**src/rtl/fifo_uart_tx.sv**
```systemverilog
// fifo_uart_tx
//   Fetches one word at a time from an upstream FIFO and sends it as an
//   8N1-style UART frame: a start bit (0), DATA_WIDTH data bits LSB first,
//   and one stop bit (1). Each bit lasts CLKS_PER_BIT clk cycles.
//
// Ports
//   clk          : single clock, rising edge
//   reset        : asynchronous, active-low reset
//   enable       : permits fetching a new word while idle
//   fifo_rd_en   : one-cycle read request to the FIFO
//   fifo_rd_data : FIFO read data, sampled only in the WAIT state
//   fifo_rd_val  : FIFO read-data-valid, sampled only in the WAIT state
//   tx           : serial line, idle high
//   busy         : high from the read request until the end of the stop bit
//   frame_done   : one-cycle pulse in the last cycle of the stop bit
//   state_dbg    : current FSM state (encoding of state_t)
//
// FIFO read handshake: fifo_rd_en is high for exactly one cycle (REQ). The
// FIFO answers in the following cycle (WAIT) by driving fifo_rd_val and
// fifo_rd_data; fifo_rd_val=0 in WAIT means the FIFO was empty and the
// attempt is abandoned. Nothing on the FIFO inputs is looked at elsewhere.
//
// All outputs are registered: each output register is loaded from the value
// the combinational logic computes for the state being entered.

module fifo_uart_tx #(
  parameter int DATA_WIDTH   = 8,
  parameter int CLKS_PER_BIT = 16
) (
  input  logic                  clk,
  input  logic                  reset,
  input  logic                  enable,
  output logic                  fifo_rd_en,
  input  logic [DATA_WIDTH-1:0] fifo_rd_data,
  input  logic                  fifo_rd_val,
  output logic                  tx,
  output logic                  busy,
  output logic                  frame_done,
  output logic [2:0]            state_dbg
);

  localparam int BAUD_W = (CLKS_PER_BIT > 1) ? $clog2(CLKS_PER_BIT) : 1;
  localparam int BIT_W  = (DATA_WIDTH > 1) ? $clog2(DATA_WIDTH) : 1;
  localparam logic [BAUD_W-1:0] BAUD_LAST = BAUD_W'(CLKS_PER_BIT - 1);
  localparam logic [BIT_W-1:0]  BIT_LAST  = BIT_W'(DATA_WIDTH - 1);

  typedef enum logic [2:0] {
    ST_IDLE  = 3'd0,
    ST_REQ   = 3'd1,
    ST_WAIT  = 3'd2,
    ST_START = 3'd3,
    ST_DATA  = 3'd4,
    ST_STOP  = 3'd5
  } state_t;

  state_t                state, state_nxt;
  logic [BAUD_W-1:0]     baud_cnt, baud_nxt;
  logic [BIT_W-1:0]      bit_cnt, bit_nxt;
  logic [DATA_WIDTH-1:0] shreg, shreg_nxt;
  logic                  baud_wrap;
  logic                  tx_nxt, rd_en_nxt, busy_nxt, done_nxt;

  // Cleared by reset, set on the first edge afterwards. A fetch can only
  // start from IDLE once this is set, so the first read request after reset
  // release lands no earlier than the second rising edge with enable high.
  logic armed;

  assign state_dbg = state;
  assign baud_wrap = (baud_cnt == BAUD_LAST);

  // ---------------------------------------------------------------------
  // State register and registered outputs
  // ---------------------------------------------------------------------
  always_ff @(posedge clk or negedge reset) begin
    if (!reset) begin
      state      <= ST_IDLE;
      baud_cnt   <= '0;
      bit_cnt    <= '0;
      shreg      <= '0;
      armed      <= 1'b0;
      tx         <= 1'b1;
      fifo_rd_en <= 1'b0;
      busy       <= 1'b0;
      frame_done <= 1'b0;
    end else begin
      state      <= state_nxt;
      baud_cnt   <= baud_nxt;
      bit_cnt    <= bit_nxt;
      shreg      <= shreg_nxt;
      armed      <= 1'b1;
      tx         <= tx_nxt;
      fifo_rd_en <= rd_en_nxt;
      busy       <= busy_nxt;
      frame_done <= done_nxt;
    end
  end

  // ---------------------------------------------------------------------
  // Next-state, counters, shift register
  // ---------------------------------------------------------------------
  always_comb begin
    state_nxt = state;
    bit_nxt   = bit_cnt;
    shreg_nxt = shreg;

    case (state)
      ST_IDLE: begin
        if (enable && armed) state_nxt = ST_REQ;
      end
      ST_REQ: begin
        state_nxt = ST_WAIT;
      end
      ST_WAIT: begin
        if (fifo_rd_val) begin
          shreg_nxt = fifo_rd_data;
          state_nxt = ST_START;
        end else begin
          state_nxt = ST_IDLE;
        end
      end
      ST_START: begin
        if (baud_wrap) begin
          state_nxt = ST_DATA;
          bit_nxt   = '0;
        end
      end
      ST_DATA: begin
        // The bit on the line is always shreg[0]; shift at the end of each bit.
        if (baud_wrap) begin
          shreg_nxt = shreg >> 1;
          if (bit_cnt == BIT_LAST) begin
            state_nxt = ST_STOP;
          end else begin
            bit_nxt = bit_cnt + 1'b1;
          end
        end
      end
      ST_STOP: begin
        if (baud_wrap) state_nxt = ST_IDLE;
      end
      default: begin
        state_nxt = ST_IDLE;
      end
    endcase
  end

  // Baud counter restarts at 0 on every state entry and wraps inside the
  // timed states, so a DATA->DATA bit change also restarts it.
  always_comb begin
    baud_nxt = '0;
    if (state_nxt == state) begin
      if ((state == ST_START) || (state == ST_DATA) || (state == ST_STOP)) begin
        baud_nxt = baud_wrap ? '0 : baud_cnt + 1'b1;
      end
    end
  end

  // ---------------------------------------------------------------------
  // Output values for the state being entered
  // ---------------------------------------------------------------------
  always_comb begin
    tx_nxt    = 1'b1;
    rd_en_nxt = 1'b0;
    busy_nxt  = (state_nxt != ST_IDLE);
    done_nxt  = 1'b0;
    case (state_nxt)
      ST_REQ:   rd_en_nxt = 1'b1;
      ST_START: tx_nxt    = 1'b0;
      ST_DATA:  tx_nxt    = shreg_nxt[0];
      ST_STOP:  done_nxt  = (baud_nxt == BAUD_LAST);
      default:  tx_nxt    = 1'b1;
    endcase
  end

endmodule

```
**config.mk**
```make
export PLATFORM = sky130hd
export DESIGN_NAME = fifo_uart_tx
export DESIGN_NICKNAME = d
export VERILOG_FILES = /design/src/rtl/fifo_uart_tx.sv
export SDC_FILE = /design/constraint.sdc
export NUM_CORES = 1
export LEC_CHECK = 0
export CAP_MARGIN = 10
export CORE_MARGIN = 5
export CORE_UTILIZATION = 47
export CTS_BUF_LIST = sky130_fd_sc_hd__clkbuf_4 sky130_fd_sc_hd__clkbuf_8
export DETAILED_ROUTE_END_ITERATION = 10
export PLACE_DENSITY = 0.76
export SLEW_MARGIN = 0
export SYNTH_ARGS = -nofsm -noshare
export SYNTH_HDL_FRONTEND = slang
export SYNTH_SLANG_ARGS = --single-unit
export TNS_END_PERCENT = 30
```
**constraint.sdc**
```tcl
create_clock -name clk -period 1.5 [get_ports clk]
set_input_delay 0.375 -clock clk [delete_from_list [all_inputs] [get_ports clk]]
set_output_delay 0.375 -clock clk [all_outputs]
set_load 0.05 [all_outputs]
```
### After elaboration in Yosys (flattened, before gate mapping)

Cells that the tools add are included.

* input port bits: 12
* word-level logic and storage cells: 58
* flip-flop bits (word level): 23

* equality and inequality tests: 17
* reductions and logical operators: 9
* add/subtract/negate cells: 2
* mux-type cells: 20

Operators by type and width (count)
* $mux 3: 8
* $pmux 3 s6: 1
* $mux 8: 2
* $pmux 8 s2: 1
* $eq 3x3->1 const B: 5
* $mux 4: 3
* $eq 3x2->1 const B: 3
* $eq 4x4->1 const B: 2
* $ne 2x2->1 const B: 4
* $eq 3x1->1 const B: 2
* $pmux 3 s2: 1
* $add 4x1->4 const B: 1
* $reduce_and 4->1: 1
* $reduce_bool 2->1: 2
* $add 3x1->3 const B: 1
* $eq 3x3->1: 1
* $logic_not 3->1: 1
* $reduce_and 3->1: 1
* $reduce_bool 3->1: 1
* $logic_or 1x1->1: 2
* $mux 1: 2
* $mux 2: 1
* $pmux 1 s2: 1
* $logic_and 1x1->1: 1

### Longest topological paths before layout

Gate-level depths: netlist (run 1).

* word-level depth: 8
* depth in mapped cells: 6
* depth with buffers taken out: 5

### Worst setup path after synthesis (run 1)

No wires, ideal clock.

* path type: register -> register
* start point: reg state[1] (netlist: state_dbg[1])
* end point: reg tx
* stages on the path, launching flop included: 6
* library setup time: 75 ps
* path slack: -180 ps
* path buffers: 1
* arrival: 1605 ps
* clock period less this slack: 1680 ps
* data required time: 1425 ps
* cell sequence: dfrtp_1 buf_6 and2b_4 a31o_4 o21ai_4 mux2i_1

* word-level cells in the longest chain between the ends: 5
* elaborated cells between the ends (all ways): 16

Ends and longest elaborated chain
* from (decl): line 56 `state_t state, state_nxt;`
* from (signal assigned): line 86 `state <= state_nxt;`
* $mux 3: line 131 `if (bit_cnt == BIT_LAST) begin`
* $mux 3: line 129 `if (baud_wrap) begin`
* $pmux 3 s6: line 106 `case (state)`
* $eq 3x3->1 or $eq 3x2->1 (tied branches): line 166 `case (state_nxt)`
* $pmux 1 s2 (*): line 166
* via tx_nxt: line 61 `logic tx_nxt, rd_en_nxt, busy_nxt, done_nxt;`
* to (signal assigned): line 91 `tx <= tx_nxt;`
* to (decl): line 36 `output logic tx,`

Mark *: on every way through the listed nets, which the timed path passes. The rest lies on a longest branch.
A chain may end at the register's enable or synchronous reset.

### Final worst setup path (run 1)

* start point: reg baud_cnt[0]
* end point: reg frame_done

* word-level cells in the longest chain between the ends: 7
* elaborated cells between the ends (all ways): 13

Ends and longest elaborated chain
* from (decl): line 57 `logic [BAUD_W-1:0] baud_cnt, baud_nxt;`
* from (signal assigned): line 87 `baud_cnt <= baud_nxt;`
* $eq 4x4->1: line 69 `assign baud_wrap = (baud_cnt == BAUD_LAST);`
* $mux 3, on equally long branches: line 139, 122, 129
* $pmux 3 s6: line 106
* $eq 3x3->1: line 151 `if (state_nxt == state) begin`
* $mux 4: line 151
* $eq 4x4->1: line 170 `ST_STOP: done_nxt = (baud_nxt == BAUD_LAST);`
* $mux 1 (*): line 166
* via done_nxt: line 61
* to (signal assigned): line 94 `frame_done <= done_nxt;`
* to (decl): line 38 `output logic frame_done,`

Marked as above.

==> metrics, run 1 <==
status=finished clean; Placer Congestion=between 0.7 and 0.8; fmax=roughly 670 MHz; PD cells=1510 nW/um^2; Max clock buf depth=2; die area=3570 um^2; Synth Net Count=between 100 and 150; Worst VDD drop=approximately 1.1 mV; grt ovf=0; multiplexer share of the synthesized area=0.0269; DRC=0; Avg Inst Size Synth=about 11 um^2; Synth Instances=approximately 110; Final Max Slew Viols=0; Port Buffers=18; Die W=roughly 60 um; worst clock skew=around 0.011 ns; Via density=about 5.3; # IOs=19; Num CTS Buffers=3; fillers=around 190; clock latency at the later pin of the worst-skew pair=0.32 ns; Worst Path Max Fanout=7; Post-synth EDFFs=0; post-synthesis adder-cell area fraction=0.0323; Final Hold Vio Count=0; register-to-register setup slack=between 0.015 and 0.02 ns; Synth Area in Compound Gates=0.172; Critical Path Sink Type=flip-flop; simple-gate share of the synthesized area=0.192; largest net degree at the start of global routing=24; Min Hold Slack=0.390 ns; DR vias=924; vias in the first global route=841; fin crit period=1.48 ns; final setup violating endpoints=0; area grow syn2layout=37.6%; critical path class=flip-flop to flip-flop; main combinational cell family by area after synthesis=simple AND/OR/NAND/NOR gates; DR pass1 iterations=4; core area=2430 um^2; Synthesis Warnings=0; RSZ-0062 raised after global routing=yes; final antenna-violating net count=0; TritonCTS clock tree=done; HPWL Detailed=1.69 mm; H-Tree Depth=1; Final TNS setup=0 ns; clock-pin slew on the worst setup and hold paths=0.14 ns; XOR/XNOR Fraction of Synth Area=0.0226; fin util=0.658; #FFs+latches synth=23; Core Rows=18; Initial Utilization=0.478; crit path launch type=flip-flop; Top FF cell, synth=dfrtp_1; HP Class=primary input to asynchronous set/reset pin; design area=1600 um^2; mean routed wirelength per cell=between 10 and 15 um; Clock Sinks=23; die height=about 60 um; Final Power=around 2400 uW; placed cell areas=roughly 1500 um^2; initial antenna violation count=0; final net count=~160; Post-CTS Hold Buffers=0; synthesized area=roughly 1200 um^2; CTS root buf=clkbuf_4; Seq/Total Area, Yosys=0.496; GR Util All Layers=0.136; Distinct cells, synth=40; Static Leakage=0.000751 uW; slowest stage delay, CP=between 0.4 and 0.5 ns; WL final=about 2.4 mm; ANT cells=0; share of cells above drive strength 1=0.350; Req. time, crit path=about 1.7 ns; Worst path slowest cell=dfrtp_1; fin crit share=0.988; 1st-iter DRT viols=21; Async S/R FF share, synth=1.00; Worst EP arrival=approximately 1.7 ns; commonest non-fill, non-tap cells in the layout=nand2_1 (19), dfrtp_1 (19), buf_4 (18), clkdlybuf4s50_1 (11), buf_12 (7); max cap viols=0; crit path cell chain=ha_2 -> and3_4 -> or3_1 -> nor4_2; global-route wire length before repair=approximately 3.6 mm
-- metrics by stage --
step	setup WS, ns	cells
after floorplan	-0.0407	107
after global placement	-0.172	163
after detailed placement	-0.193	163
after CTS	-0.0149	168
after global routing	-0.0471	173
final	0.0182	173
-- state kept, by name (all words and copies together), names as in the netlist --
name,cells
shreg,8
baud_cnt,4
bit_cnt,3
state_dbg,3
armed,1
busy,1
fifo_rd_en,1
frame_done,1
tx,1
-- metal layers --
metal / vias to the layer above / track usage / routed length (um)
met2: 19 / 0.210 / 1190
met5: - / 0 / 0
met4: 0 / 0.0696 / 40
li1: 451 / - / -
met3: 4 / 0.0216 / 96
met1: 450 / 0.185 / 1030
-- cell type report --
type | count | area (um^2) | area share
clock buffers | 3 | 22.5 | 0.0141
repair buffers | 37 | 390 | 0.244
clock inverters | 1 | 5.00 | 0.00312
inverters | 4 | 15.0 | 0.00937
multi-input cells | 75 | 551 | 0.344
flip-flops and latches | 23 | 581 | 0.362
well taps | 30 | 37.5 | 0.0234
-- path summary, 6_finish.rpt --
| path | start | end | depth (start not counted) |
|---|---|---|---|
| setup / recovery | baud_cnt[0] | frame_done | 4 |
| hold / removal | reset | state_dbg[2] | 2 |
| setup reg to reg | baud_cnt[0] | frame_done | 4 |
| hold reg to reg | shreg[3] | shreg[3] | 2 |
| max in group asynchronous | reset | tx | 2 |
| min in group clk | shreg[3] | shreg[3] | 2 |
-- cell families after synthesis --
| family | Yosys count |
|---|---|
| AND/OR/NAND/NOR | 43 |
| flip-flops | 23 |
| AO/OA/AOI/OAI | 22 |
| buffers and inverters | 9 |
| adder cells (fa/ha/maj) | 3 |
| XOR/XNOR | 3 |
| multiplexers | 3 |
| other | 1 |
-- timing repair --
item / in CTS / in global routing
setup endpoints to repair: 5 / 5
endpoints found under the hold margin: 0 / 0
pin swaps: 0 / 3
resized for setup: 3 / 5
buffers inserted: 1 / 5
-- worst max-delay path: cells and delay by family (launching register included) --
family	cells	cell delay, ns
simple gates	3	0.80
fa+ha+maj	1	0.19
flops	1	0.41
-- cells in the mapped netlist (2+ instances only) --
master    number  area (um^2)
dfrtp_1       22          551
nand2_1       19         71.3
a22oi_1        6         45.0
nor2_1         6         22.5
inv_1          4         15.0
buf_6          3         33.8
ha_1           3         37.5
nand3_1        3         15.0
o21ai_0        3         15.0
a21oi_1        2         10.0
a22o_1         2         17.5
buf_4          2         15.0
mux2i_1        2         20.0
nand3b_1       2         15.0
nor3_1         2         10.0
xnor2_1        2         17.5
-- power by group --
| part | switching (uW) | leakage, uW | internal [uW] | total [uW] |
|---|---|---|---|---|
| combinational | 619 | 0.000451 | 581 | 1200 |
| clock | 196 | 0.0000177 | 99.9 | 296 |
| sequential | 111 | 0.000282 | 815 | 926 |
| total | 926 | 0.000751 | 1500 | 2420 |
Power figures use the tool's default switching activity.
==> run 2: changes to the inputs <==
--- a/config.mk
+++ b/config.mk
@@ -5,7 +5,6 @@
 export SDC_FILE = /design/constraint.sdc
 export NUM_CORES = 1
 export LEC_CHECK = 0
-export CAP_MARGIN = 10
 export CORE_MARGIN = 5
 export CORE_UTILIZATION = 47
 export CTS_BUF_LIST = sky130_fd_sc_hd__clkbuf_4 sky130_fd_sc_hd__clkbuf_8
==> results of run 2 <==
The final DEF is identical to that of run 1; final timing and power are the same.
==> run 3: changes to the inputs <==
--- a/config.mk
+++ b/config.mk
@@ -8,6 +8,7 @@
 export CORE_MARGIN = 5
 export CORE_UTILIZATION = 47
 export CTS_BUF_LIST = sky130_fd_sc_hd__clkbuf_4 sky130_fd_sc_hd__clkbuf_8
+export CTS_CLUSTER_DIAMETER = 200
 export DETAILED_ROUTE_END_ITERATION = 10
 export PLACE_DENSITY = 0.76
 export SLEW_MARGIN = 0
==> results of run 3 <==
The final DEF is identical to that of run 1; final timing and power are the same.
